==> config.mk <==
export PLATFORM = sky130hd
export DESIGN_NAME = dcache_ctrl_flat
export DESIGN_NICKNAME = d
export VERILOG_FILES = /design/src/rtl/dcache_ctrl_if.sv /design/src/rtl/dcache_ctrl.sv /design/src/flat_wrapper.sv
export SDC_FILE = /design/constraint.sdc
export NUM_CORES = 2
export LEC_CHECK = 0
export BUFFER_PORTS_ARGS = -buffer_cell sky130_fd_sc_hd__buf_2
export CELL_PAD_IN_SITES_DETAIL_PLACEMENT = 0
export CELL_PAD_IN_SITES_GLOBAL_PLACEMENT = 1
export CORE_ASPECT_RATIO = 1.1
export CORE_UTILIZATION = 35
export CTS_CLUSTER_DIAMETER = 120
export CTS_CLUSTER_SIZE = 12
export DETAILED_ROUTE_END_ITERATION = 8
export PLACE_DENSITY = 0.66
export SLEW_MARGIN = 15
export SYNTH_ARGS = -nofsm -noshare
export SYNTH_HDL_FRONTEND = slang
export SYNTH_SLANG_ARGS = --single-unit
==> constraint.sdc <==
create_clock -name clock -period 12.1 [get_ports clock]
set_input_delay 1.815 -clock clock [delete_from_list [all_inputs] [get_ports clock]]
set_output_delay 1.815 -clock clock [all_outputs]
set_load 0.01 [all_outputs]
==> src/rtl/dcache_ctrl_if.sv <==
// rtl/dcache_ctrl_if.sv - C-stage request, memory port and statistics bundle for dcache_ctrl
interface dcache_ctrl_if;
    logic        req_valid;
    logic        req_is_load;
    logic        req_is_store;
    logic [31:0] req_addr;
    logic [31:0] req_wdata;
    logic        stall;
    logic        rd_valid;
    logic [31:0] rd_data;
    logic        mem_req;
    logic        mem_we;
    logic [31:0] mem_addr;
    logic [31:0] mem_wdata;
    logic        mem_ack;
    logic [31:0] mem_rdata;
    logic [31:0] hit_count;
    logic [31:0] miss_count;

    // Pipeline and memory side: drives requests and memory responses
    modport master (
        output req_valid, req_is_load, req_is_store, req_addr, req_wdata,
        output mem_ack, mem_rdata,
        input  stall, rd_valid, rd_data,
        input  mem_req, mem_we, mem_addr, mem_wdata,
        input  hit_count, miss_count
    );

    // Cache controller side
    modport slave (
        input  req_valid, req_is_load, req_is_store, req_addr, req_wdata,
        input  mem_ack, mem_rdata,
        output stall, rd_valid, rd_data,
        output mem_req, mem_we, mem_addr, mem_wdata,
        output hit_count, miss_count
    );
endinterface

==> src/rtl/dcache_ctrl.sv <==
// rtl/dcache_ctrl.sv - direct-mapped write-through no-write-allocate data cache controller
module dcache_ctrl #(
    parameter int LINES          = 16,
    parameter int WORDS_PER_LINE = 4
) (
    input  logic         clock,
    input  logic         reset,
    dcache_ctrl_if.slave bus
);
    localparam int OFF_W = $clog2(WORDS_PER_LINE);
    localparam int IDX_W = $clog2(LINES);
    localparam int TAG_W = 30 - OFF_W - IDX_W;
    localparam int WORDS = LINES * WORDS_PER_LINE;

    typedef enum logic [1:0] {IDLE, REFILL, WRITE} state_t;

    state_t             r_state;
    logic [LINES-1:0]   r_valid;
    logic [TAG_W-1:0]   r_tag_mem [LINES];
    logic [31:0]        r_data_mem [WORDS];
    logic [TAG_W-1:0]   r_tag;
    logic [IDX_W-1:0]   r_idx;
    logic [OFF_W-1:0]   r_cnt;
    logic               r_mem_req;
    logic               r_mem_we;
    logic [31:0]        r_mem_addr;
    logic [31:0]        r_mem_wdata;
    logic [31:0]        r_hit_count;
    logic [31:0]        r_miss_count;

    logic [OFF_W-1:0]   w_off;
    logic [IDX_W-1:0]   w_idx;
    logic [TAG_W-1:0]   w_tag;
    logic [OFF_W-1:0]   w_cnt_next;
    logic               w_is_store;
    logic               w_is_load;
    logic               w_line_hit;
    logic               w_idle;
    logic               w_load_hit;
    logic               w_load_miss;
    logic               w_store;
    logic               w_ack;
    logic               w_last;
    logic               w_unused;

    assign w_off       = bus.req_addr[2 +: OFF_W];
    assign w_idx       = bus.req_addr[2 + OFF_W +: IDX_W];
    assign w_tag       = bus.req_addr[31 -: TAG_W];
    assign w_unused    = &{1'b0, bus.req_addr[1:0]};
    assign w_cnt_next  = r_cnt + 1'b1;

    // Store takes priority when both operation flags are set
    assign w_is_store  = bus.req_valid & bus.req_is_store;
    assign w_is_load   = bus.req_valid & bus.req_is_load & ~bus.req_is_store;
    assign w_line_hit  = r_valid[w_idx] && (r_tag_mem[w_idx] == w_tag);
    assign w_idle      = (r_state == IDLE);
    assign w_load_hit  = w_idle & w_is_load & w_line_hit;
    assign w_load_miss = w_idle & w_is_load & ~w_line_hit;
    assign w_store     = w_idle & w_is_store;
    // An ack only counts while a transaction is actually outstanding
    assign w_ack       = r_mem_req & bus.mem_ack;
    assign w_last      = &r_cnt;

    // Hits answer in the same cycle; the pipeline is released in the write ack cycle
    assign bus.stall      = (r_state == REFILL) | ((r_state == WRITE) & ~w_ack) |
                            w_load_miss | w_store;
    assign bus.rd_valid   = w_load_hit;
    assign bus.rd_data    = w_load_hit ? r_data_mem[{w_idx, w_off}] : 32'd0;
    assign bus.mem_req    = r_mem_req;
    assign bus.mem_we     = r_mem_we;
    assign bus.mem_addr   = r_mem_addr;
    assign bus.mem_wdata  = r_mem_wdata;
    assign bus.hit_count  = r_hit_count;
    assign bus.miss_count = r_miss_count;

    // Controller FSM: line validity, counters and the registered memory request
    always_ff @(posedge clock or posedge reset) begin
        if (reset) begin
            r_state      <= IDLE;
            r_valid      <= '0;
            r_tag        <= '0;
            r_idx        <= '0;
            r_cnt        <= '0;
            r_mem_req    <= 1'b0;
            r_mem_we     <= 1'b0;
            r_mem_addr   <= 32'd0;
            r_mem_wdata  <= 32'd0;
            r_hit_count  <= 32'd0;
            r_miss_count <= 32'd0;
        end else begin
            case (r_state)
                IDLE: begin
                    if (w_is_store) begin
                        r_mem_req   <= 1'b1;
                        r_mem_we    <= 1'b1;
                        r_mem_addr  <= {bus.req_addr[31:2], 2'b00};
                        r_mem_wdata <= bus.req_wdata;
                        r_state     <= WRITE;
                    end else if (w_is_load) begin
                        if (w_line_hit) begin
                            r_hit_count <= r_hit_count + 32'd1;
                        end else begin
                            r_miss_count   <= r_miss_count + 32'd1;
                            r_valid[w_idx] <= 1'b0;
                            r_tag          <= w_tag;
                            r_idx          <= w_idx;
                            r_cnt          <= '0;
                            r_mem_req      <= 1'b1;
                            r_mem_we       <= 1'b0;
                            r_mem_addr     <= {w_tag, w_idx, {OFF_W{1'b0}}, 2'b00};
                            r_state        <= REFILL;
                        end
                    end
                end
                REFILL: begin
                    if (w_ack) begin
                        if (w_last) begin
                            r_valid[r_idx] <= 1'b1;
                            r_cnt          <= '0;
                            r_mem_req      <= 1'b0;
                            r_state        <= IDLE;
                        end else begin
                            r_cnt      <= w_cnt_next;
                            r_mem_addr <= {r_tag, r_idx, w_cnt_next, 2'b00};
                        end
                    end
                end
                WRITE: begin
                    if (w_ack) begin
                        r_mem_req <= 1'b0;
                        r_mem_we  <= 1'b0;
                        r_state   <= IDLE;
                    end
                end
                default: r_state <= IDLE;
            endcase
        end
    end

    // Tag and data arrays: refill words, final tag write, and store-hit updates
    always_ff @(posedge clock) begin
        if ((r_state == REFILL) && w_ack) begin
            r_data_mem[{r_idx, r_cnt}] <= bus.mem_rdata;
            if (w_last) begin
                r_tag_mem[r_idx] <= r_tag;
            end
        end else if (w_store && w_line_hit) begin
            r_data_mem[{w_idx, w_off}] <= bus.req_wdata;
        end
    end
endmodule

==> src/flat_wrapper.sv <==
// flat-port wrapper written by rule: the top's interface ports become plain ports
module dcache_ctrl_flat 
#(
    parameter int LINES          = 16,
    parameter int WORDS_PER_LINE = 4
)
  (clock, reset, bus_req_valid, bus_req_is_load, bus_req_is_store, bus_req_addr, bus_req_wdata, bus_mem_ack, bus_mem_rdata, bus_stall, bus_rd_valid, bus_rd_data, bus_mem_req, bus_mem_we, bus_mem_addr, bus_mem_wdata, bus_hit_count, bus_miss_count);
  dcache_ctrl_if bus_i ();
  input  logic clock;
  input  logic reset;
  input wire logic [$bits(bus_i.req_valid)-1:0] bus_req_valid;
  input wire logic [$bits(bus_i.req_is_load)-1:0] bus_req_is_load;
  input wire logic [$bits(bus_i.req_is_store)-1:0] bus_req_is_store;
  input wire logic [$bits(bus_i.req_addr)-1:0] bus_req_addr;
  input wire logic [$bits(bus_i.req_wdata)-1:0] bus_req_wdata;
  input wire logic [$bits(bus_i.mem_ack)-1:0] bus_mem_ack;
  input wire logic [$bits(bus_i.mem_rdata)-1:0] bus_mem_rdata;
  output wire logic [$bits(bus_i.stall)-1:0] bus_stall;
  output wire logic [$bits(bus_i.rd_valid)-1:0] bus_rd_valid;
  output wire logic [$bits(bus_i.rd_data)-1:0] bus_rd_data;
  output wire logic [$bits(bus_i.mem_req)-1:0] bus_mem_req;
  output wire logic [$bits(bus_i.mem_we)-1:0] bus_mem_we;
  output wire logic [$bits(bus_i.mem_addr)-1:0] bus_mem_addr;
  output wire logic [$bits(bus_i.mem_wdata)-1:0] bus_mem_wdata;
  output wire logic [$bits(bus_i.hit_count)-1:0] bus_hit_count;
  output wire logic [$bits(bus_i.miss_count)-1:0] bus_miss_count;
  assign bus_i.req_valid = bus_req_valid;
  assign bus_i.req_is_load = bus_req_is_load;
  assign bus_i.req_is_store = bus_req_is_store;
  assign bus_i.req_addr = bus_req_addr;
  assign bus_i.req_wdata = bus_req_wdata;
  assign bus_i.mem_ack = bus_mem_ack;
  assign bus_i.mem_rdata = bus_mem_rdata;
  assign bus_stall = bus_i.stall;
  assign bus_rd_valid = bus_i.rd_valid;
  assign bus_rd_data = bus_i.rd_data;
  assign bus_mem_req = bus_i.mem_req;
  assign bus_mem_we = bus_i.mem_we;
  assign bus_mem_addr = bus_i.mem_addr;
  assign bus_mem_wdata = bus_i.mem_wdata;
  assign bus_hit_count = bus_i.hit_count;
  assign bus_miss_count = bus_i.miss_count;
  dcache_ctrl #(.LINES(LINES), .WORDS_PER_LINE(WORDS_PER_LINE)) u_core (.clock(clock), .reset(reset), .bus(bus_i));
endmodule
==> results.sh <==
export IMPL_routed_wl_um=294000
export IMPL_finalCriticalPeriod_ps=9390
export IMPL_pin_count=266
export IMPL_p_clk_share_pct=36.6
export IMPL_synth_cells=4726
export IMPL_synth_avg_cell_area_um2=21.5
export IMPL_antenna_left=0
export IMPL_mostFrequentLayoutCells="edfxtp_1 (2432), mux4_2 (628), buf_2 (256)"
export IMPL_hold_path_class="reg2reg"
export IMPL_fp_dieH_um=567
export IMPL_clock_sinks=2608
export IMPL_final_core_util_pct=40.0
export IMPL_clk_latency_ps=930
export IMPL_fmax_mhz=107
export IMPL_max_cap_viol_count=0
export IMPL_drt_pass1_iterations=6
export IMPL_cts_resized=0
export IMPL_p_total_mw=19.2
export IMPL_fillers=25569
export IMPL_area_growth_pct=13.6
export IMPL_cts_made_buffers=247
export IMPL_critPathMaxFanout=58
export IMPL_critPathLaunchType="input pin"
export IMPL_p_sw_mw=4.55
export IMPL_synth_edff_count=2432
export IMPL_vias_per_cell=5.66
export IMPL_port_buffers=261
export IMPL_dp_final_hpwl_um=163000
export IMPL_relSlewSlack_pct=15.9
export IMPL_grt_pass1_wl_um=406000
export IMPL_track_usage_pct=19.7
export IMPL_drv_slew=0
export IMPL_fin_nets=5250
export IMPL_layout_setup_ws_ps=2710
export IMPL_gp_congestion=0.795
export IMPL_clock_path_buffers=4
export IMPL_swShare_pct=23.7
export IMPL_drtIter0Drc=6385
export IMPL_finClkSkew_ps=82.3
export IMPL_stdcell_count=9141
export IMPL_pwr_share_comb_pct=8.5
export IMPL_cts_tree="yes"
export IMPL_place_area_um2=109000
export IMPL_yosysWarnings=0
export IMPL_worst_pin_slew_ps=1260
export IMPL_die_area_um2=293000
export IMPL_seqPwrFrac_pct=54.9
export IMPL_drive_gt1_share_pct=29.7
export IMPL_internal_power_mw=14.7
export IMPL_placed_cells=8755
export IMPL_synth_seq_cells=2608
export IMPL_peakVddDrop_uv=126
export IMPL_grt_max_degree=112
export IMPL_clk_pin_slew_ps=60
export IMPL_root_buffer="clkbuf_16"
export IMPL_rows=207
export IMPL_initial_core_util_pct=35.2
export IMPL_finalSetupViolations=0
export IMPL_core_area_um2=289000
export IMPL_postCtsSetupRepairBufs=0
export IMPL_htreeDepth=4
export IMPL_rsz0062_at_grt="no"
export IMPL_netlist_area_um2=102000
export IMPL_p_leak_nw=37.0
export IMPL_synth_flop_cell="edfxtp_1"
export IMPL_grt_pass1_vias=51488
export IMPL_antenna_found_initial=9
export IMPL_tns_ps=0
export IMPL_ys_seq_area_share_pct=76.1
export IMPL_path_class="in2out"
export IMPL_worstPathArrival_ps=7570
export IMPL_post_route_drc_count=0
export IMPL_gr_total_overflow=0
export IMPL_post_route_period_util_pct=77.6
export IMPL_p_per_area_nw_per_um2=167
export IMPL_dp_slack_ps=2510
export IMPL_die_x_um=516
export IMPL_rrSetupSlack_ps=5950
export IMPL_vias=51744
export IMPL_status="finished, final reports clean"
export IMPL_crit_required_ps=10280
export IMPL_finalHoldViolCount=0
export IMPL_cts_hold_buffers_added=0
export IMPL_layout_cells_most_common="edfxtp_1"
export IMPL_ys_async_sr_fraction_pct=6.75
export IMPL_fin_area_um2=116000
export IMPL_post_drt_wl_per_cell_um=32.1
export IMPL_worstSetupEndpointType="output pin"
export IMPL_holdWs_ps=478
export IMPL_synth_cell_types=86
Yosys cell counts, drive strengths merged (44+ instances only):
master	count	share of area, %
mux2	134	1.6
buf	141	0.87
nand2	173	0.64
nor2	126	0.47
xnor2	66	0.57
o22ai	127	0.79
clkbuf	108	0.40
mux4	628	14
dfrtp	176	4.3
a21oi	44	0.23
edfxtp	2432	72
mux2i	129	1.3
metal layers:
layer	GRT usage (%)	routed length (µm)	vias to the layer above
met2	31.6	140000	2583
li1	-	-	20524
met4	5.66	8970	0
met5	0	0	-
met1	27.2	118000	28194
met3	3.88	26600	443
logic make-up (layout without fill, tap and decap cells):
logic type / Yosys count / in the layout / share of synthesized area (%)
adders and majority gates: 7 / 7 / 0.0861
AOI/OAI and AO/OA: 349 / 349 / 2.46
xor gates and xnor gates: 93 / 93 / 0.801
and+or+nand+nor: 504 / 504 / 2.40
DFF: 2608 / 2608 / 76.1
other: 1 / 9 / 0.00369
buffers and inverters: 273 / 814 / 1.36
muxes: 891 / 891 / 16.8
final cells by class:
class | instances | area (µm²) | area share, %
sequential | 2608 | 77400 | 67.0
multi-input combinational | 1846 | 23700 | 20.5
clock buffer | 364 | 6660 | 5.77
tap | 3866 | 4840 | 4.19
timing repair buffer | 414 | 2660 | 2.30
clock inverter | 12 | 156 | 0.135
inverter | 24 | 97.6 | 0.0845
antenna | 7 | 17.5 | 0.0152
path summary, 6_finish.rpt:
kind,from,end,cells after the start
worst max-delay path,bus_req_addr[4],bus_rd_data[30],12
worst min-delay path,u_core.bus.miss_count[31],u_core.bus.miss_count[31],1
worst max register to register,u_core.r_tag_mem[7][19],u_core.r_data_mem[31][7],11
worst min register to register,u_core.bus.miss_count[31],u_core.bus.miss_count[31],1
max in group asynchronous,reset,u_core.bus.mem_wdata[11],4
min in group asynchronous,reset,u_core.bus.hit_count[14],2
flip-flops by register name, summed over array words and instances, names as in the netlist, 16 cells and up:
name,cells
u_core.r_data_mem,2048
u_core.r_tag,24
u_core.r_valid,16
u_core.bus.miss_count,32
u_core.bus.mem_addr,30
u_core.bus.hit_count,32
u_core.bus.mem_wdata,32
u_core.r_tag_mem,384
worst max-delay path: stages:
cell	delay [ps]
buf_8	430
buf_4	630
and2_1	810
a22o_1	260
a221oi_1	90
xnor2_1	280
nand4_1	160
o31ai_1	670
nand4_4	630
buf_4	500
a2111oi_1	860
buf_2	300
power by group through the flow:
stage | clock network [mW] | registers, mW | logic (mW)
floorplan | 0 | 10.7 | 1.04
global placement | 0 | 10.7 | 1.63
detailed placement | 0 | 10.8 | 1.64
CTS | 7.15 | 10.6 | 1.65
global route | 7.45 | 10.6 | 1.75
finish | 7.04 | 10.6 | 1.64
(Power assumes the default switching activity.)
